<file path="src/rtl/load_store_unit.sv">
// Load/store unit: turns byte-addressed load/store requests into word-wide
// RAM strobes. Sub-word stores use read-modify-write. Each request ends
// with a one-cycle done pulse, plus err if the request was rejected.
// Ports:
//   clk, rst          clock, synchronous active-high reset
//   reqValid/reqReady request handshake (accepted only while idle)
//   reqWrite, reqSize, reqSigned, reqAddr, reqWData  request fields
//   done, err, rdata  completion pulse, reject flag, load result
//   memRead, memWrite, memAddr, memWData, memRData   word RAM interface
module load_store_unit #(
    parameter int unsigned ADDR_W = 8
) (
    input  logic        clk,
    input  logic        rst,
    input  logic        reqValid,
    output logic        reqReady,
    input  logic        reqWrite,
    input  logic [1:0]  reqSize,
    input  logic        reqSigned,
    input  logic [31:0] reqAddr,
    input  logic [31:0] reqWData,
    output logic        done,
    output logic        err,
    output logic [31:0] rdata,
    output logic        memRead,
    output logic        memWrite,
    output logic [31:0] memAddr,
    output logic [31:0] memWData,
    input  logic [31:0] memRData
);

    typedef enum logic [2:0] {
        IDLE   = 3'd0,
        LOAD   = 3'd1,
        STORE  = 3'd2,
        RMW_RD = 3'd3,
        RMW_WR = 3'd4,
        DONE   = 3'd5
    } state_t;

    state_t      state;
    logic [1:0]  latSize;
    logic        latSigned;
    logic [1:0]  latLane;
    logic [31:0] latWData;

    logic        reqErr;
    logic [7:0]  laneByte;
    logic [15:0] laneHalf;
    logic [31:0] loadResult;
    logic [31:0] mergedWord;

    // Reject illegal sizes, misaligned accesses and addresses beyond the RAM.
    always_comb begin
        reqErr = 1'b0;
        case (reqSize)
            2'b01:   reqErr = reqAddr[0];
            2'b10:   reqErr = |reqAddr[1:0];
            2'b11:   reqErr = 1'b1;
            default: reqErr = 1'b0;
        endcase
        if (reqAddr[31:ADDR_W+2] != '0) begin
            reqErr = 1'b1;
        end
    end

    // Extract and extend the addressed lane of the word being read.
    always_comb begin
        laneByte   = 8'(memRData >> {latLane, 3'b000});
        laneHalf   = latLane[1] ? memRData[31:16] : memRData[15:0];
        loadResult = memRData;
        case (latSize)
            2'b00:   loadResult = latSigned ? {{24{laneByte[7]}}, laneByte}
                                            : {24'd0, laneByte};
            2'b01:   loadResult = latSigned ? {{16{laneHalf[15]}}, laneHalf}
                                            : {16'd0, laneHalf};
            default: loadResult = memRData;
        endcase
    end

    // Replace the addressed lane of the old word with the store data.
    always_comb begin
        mergedWord = memRData;
        if (latSize == 2'b00) begin
            case (latLane)
                2'd0:    mergedWord[7:0]   = latWData[7:0];
                2'd1:    mergedWord[15:8]  = latWData[7:0];
                2'd2:    mergedWord[23:16] = latWData[7:0];
                default: mergedWord[31:24] = latWData[7:0];
            endcase
        end else if (latSize == 2'b01) begin
            if (latLane[1]) begin
                mergedWord[31:16] = latWData[15:0];
            end else begin
                mergedWord[15:0] = latWData[15:0];
            end
        end else begin
            mergedWord = latWData;
        end
    end

    // Control FSM; every output is registered and set on entry to its state.
    always_ff @(posedge clk) begin
        if (rst) begin
            state     <= IDLE;
            reqReady  <= 1'b1;
            done      <= 1'b0;
            err       <= 1'b0;
            rdata     <= '0;
            memRead   <= 1'b0;
            memWrite  <= 1'b0;
            memAddr   <= '0;
            memWData  <= '0;
            latSize   <= '0;
            latSigned <= 1'b0;
            latLane   <= '0;
            latWData  <= '0;
        end else begin
            done     <= 1'b0;
            err      <= 1'b0;
            memRead  <= 1'b0;
            memWrite <= 1'b0;
            case (state)
                IDLE: begin
                    if (reqValid) begin
                        latSize   <= reqSize;
                        latSigned <= reqSigned;
                        latLane   <= reqAddr[1:0];
                        latWData  <= reqWData;
                        memAddr   <= 32'(reqAddr[ADDR_W+1:2]);
                        reqReady  <= 1'b0;
                        if (reqErr) begin
                            state <= DONE;
                            done  <= 1'b1;
                            err   <= 1'b1;
                        end else if (!reqWrite) begin
                            state   <= LOAD;
                            memRead <= 1'b1;
                        end else if (reqSize == 2'b10) begin
                            state    <= STORE;
                            memWrite <= 1'b1;
                            memWData <= reqWData;
                        end else begin
                            state   <= RMW_RD;
                            memRead <= 1'b1;
                        end
                    end
                end
                LOAD: begin
                    rdata <= loadResult;
                    done  <= 1'b1;
                    state <= DONE;
                end
                STORE: begin
                    done  <= 1'b1;
                    state <= DONE;
                end
                RMW_RD: begin
                    memWData <= mergedWord;
                    memWrite <= 1'b1;
                    state    <= RMW_WR;
                end
                RMW_WR: begin
                    done  <= 1'b1;
                    state <= DONE;
                end
                DONE: begin
                    reqReady <= 1'b1;
                    state    <= IDLE;
                end
                default: begin
                    reqReady <= 1'b1;
                    state    <= IDLE;
                end
            endcase
        end
    end

endmodule

</file>
<file path="config.mk">
export PLATFORM = sky130hd
export DESIGN_NAME = load_store_unit
export DESIGN_NICKNAME = d
export VERILOG_FILES = /design/src/rtl/load_store_unit.sv
export SDC_FILE = /design/constraint.sdc
export NUM_CORES = 1
export LEC_CHECK = 0
export ABC_CLOCK_PERIOD_IN_PS = 2000
export CAP_MARGIN = 0
export CORE_MARGIN = 2
export CORE_UTILIZATION = 47
export DETAILED_ROUTE_END_ITERATION = 10
export GPL_TIMING_DRIVEN = 0
export PLACE_DENSITY = 0.85
export SLEW_MARGIN = 20
export SYNTH_ARGS = -nofsm -noshare
export SYNTH_HDL_FRONTEND = slang
export SYNTH_SLANG_ARGS = --single-unit
</file>
<file path="constraint.sdc">
create_clock -name clk -period 2 [get_ports clk]
set_input_delay 0.4 -clock clk [delete_from_list [all_inputs] [get_ports clk]]
set_output_delay 0.4 -clock clk [all_outputs]
set_load 0.005 [all_outputs]
</file>
==> flow_summary.yaml <==
floorplan:
  core-area_sq_um: 13190
  die_w_um: 119.8
  die_height_um: 119.8
  die_area_sq_um: 14350
  rows: 42
  start_util_pct: 47.79
  io_pins: 204
global_route:
  grt_pass1_wl_um: 33970
  grt_pass1_vias: 6132
  overflow: 0
  grt_max_degree: 17
  antenna_found_initial: 0
  grt_usage_pct: 30.96
worst_setup_path:
  cp.required_ns: 2.33
  crit_fanout: 10
  endpoint_kind: "flop"
  worstPathArrival_ns: 2.33
  setup.worst_path.class: "flop to flop"
  crit_path_start_kind: "flop"
yosys:
  synth_warnings: 0
  ys_top_cells_by_area: "dfxtp_1, nand2_1, mux2i_1"
  yosysSeqAreaShare_pct: 37.16
  synthFlopType: "dfxtp_1"
  yosys_register_bits: 117
  yosysMostFrequentCell: "nand2_1"
  avgSynthCellArea_sq_um: 8.427
  synth_cell_types: 57
  yosys.area.top_type: "dfxtp_1"
  yosys-top-cells-count: "nand2_1, dfxtp_1, nor2_1"
  syn-cell-area_sq_um: 6304
  syn-instance-count: 748
  yosys.area.top_type_share_pct: 37.16
  synth_edf_count: 0
  async_flop_share_pct: 0
timing:
  hold_ws_ns: 0.4554
  relSlewSlack_pct: 52.01
  finalCriticalPeriod_ns: 1.998
  tightest_slew_ns: 0.7199
  fin_crit_sh_pct: 99.91
  fin_skew_ns: 0.006104
  timing.fmax_ghz: 0.5005
  maxSlewViolCount: 0
  hold_viol: 0
  setup_violations: 0
pwr:
  powerDensity_nw_per_um2: 763.0
  ir_drop_mv: 0.5064
  leakagePower_nw: 3.645
routing:
  post_drt_wl_per_cell_um: 19.34
  route.detailed.drc: 0
  drtAntennaViolNets: 0
  first_pass_iters: 9
  routed-via-count: 6575
  totalWireLength_um: 22350
  drtIter0Drc: 751
  vias_per_cell: 5.688
clock_network:
  clockBufferDepth: 2
  clock-sinks: 117
  cts.htree.levels: 4
  ctsRootBufferMaster: "clkbuf_16"
  clk_pin_slew_ns: 0.05
  numCtsBuffers: 17
  cts_tree: "built"
  insertion_delay_ns: 0.42
final_layout:
  finalNetCount: 1072
  num_antenna_cells: 0
  drive_gt1_share_pct: 13.06
  synthToLayoutAreaGrowth_pct: 42.60
  utilization_pct: 68.15
min_path:
  min_path_type: "flop to flop"
place:
  portBuffers: 178
  gp_congestion: 0.9764
  dpl.hpwl_um: 16690
run:
  drv_cap: 0
run_status:
  status: "complete, no violations"
==> cells by family (layout without fill, tap and decap cells) <==
family,Yosys count,count (layout),synth area share (%)
AOI/OAI and AO/OA,178,178,21.69
muxes,68,68,11.97
buffers and inverters,91,300,8.158
other,1,24,0.05949
DFF,117,117,37.16
and+or+nand+nor,293,293,20.96
==> sequential cells by signal, indices dropped and copies added (netlist names) <==
register   flops
latSize        2
latWData      32
done           1
err            1
latSigned      1
memAddr        8
rdata         32
memRead        1
reqReady       1
latLane        2
memWrite       1
state          3
memWData      32
==> cells in the final DEF (no fill, tap or decap), types with 7 or more instances in the layout <==
| master | netlist | routed |
|---|---|---|
| nand2b_1 | 38 | 38 |
| a221oi_1 | 19 | 19 |
| nor3_1 | 8 | 8 |
| a211oi_1 | 21 | 21 |
| buf_2 | 9 | 9 |
| clkbuf_16 | 0 | 17 |
| a222oi_1 | 14 | 14 |
| clkbuf_1 | 37 | 35 |
| o22ai_1 | 10 | 10 |
| dfxtp_1 | 117 | 117 |
| conb_1 | 1 | 24 |
| nand2_1 | 144 | 144 |
| clkdlybuf4s50_1 | 0 | 178 |
| a211o_1 | 24 | 24 |
| mux2_2 | 17 | 17 |
| mux2i_1 | 42 | 42 |
| mux2_4 | 8 | 8 |
| nor2_1 | 65 | 65 |
| buf_4 | 33 | 34 |
| clkbuf_8 | 0 | 7 |
| a211oi_2 | 9 | 9 |
| a21oi_1 | 51 | 51 |
==> per-stage QoR <==
stage / area [sq um] / TNS, ns / instances / power (mW) / setup slack (ns)
floorplan: 6390 / 0 / 771 / 3.274 / 0.3136
global placement: 8392 / -17.83 / 1125 / 3.884 / -0.4468
detailed placement: 8392 / -19.56 / 1125 / 3.902 / -0.4589
CTS: 8965 / 0 / 1155 / 6.833 / 0.01257
global route: 8989 / -0.005908 / 1156 / 7.092 / -0.005908
finish: 8989 / 0 / 1156 / 6.858 / 0.001823
==> repair_timing <==
action | in CTS | in global routing
gates resized for setup | 0 | 12
endpoints found under the setup margin | 10 | 52
pin swaps | 1 | 2
gates cloned | 0 | 0
setup buffers | 0 | 1
hold buffers | 0 | 0
==> final timing paths <==
path / start / to / slack, ns / cells after the start
max reg2reg: latSize[1] / rdata[21] / 0.002 / 5
max: latSize[1] / rdata[21] / 0.002 / 5
min reg2reg: memAddr[5] / memAddr[5] / 0.46 / 2
min: memAddr[5] / memAddr[5] / 0.46 / 2
==> metal layers <==
| layer | wire [um] | vias to the layer above | GRT usage (%) |
|---|---|---|---|
| li1 | - | 3068 | - |
| met1 | 9233 | 3059 | 40.53 |
| met2 | 10050 | 385 | 47.61 |
| met3 | 2222 | 63 | 7.937 |
| met4 | 843 | 0 | 14.93 |
| met5 | 0 | - | 0 |
==> power breakdown <==
group / internal (mW) / switching (mW) / leakage (nW)
sequential: 2.46 / 0.0973 / 0.954
combinational: 0.666 / 0.673 / 2.41
clock: 1.92 / 1.04 / 0.285
==> area by class of cell <==
cell class	count	area, sq um
flip-flops and latches	117	2342
plain buffers	86	501.7
fillers	1070	4202
repair buffers	179	1789
clock buffers	27	533.0
inverters	5	18.77
multi-input cells	563	3543
clock inverters	3	40.04
well taps	176	220.2
==> critical path, cell delays in order (launching register included) <==
cell      delay, ns
dfxtp_1        0.31
buf_2          0.22
buf_1          0.43
clkbuf_1       0.48
nand2_1        0.22
a211oi_1       0.25
Power figures use the tool's default switching activity.
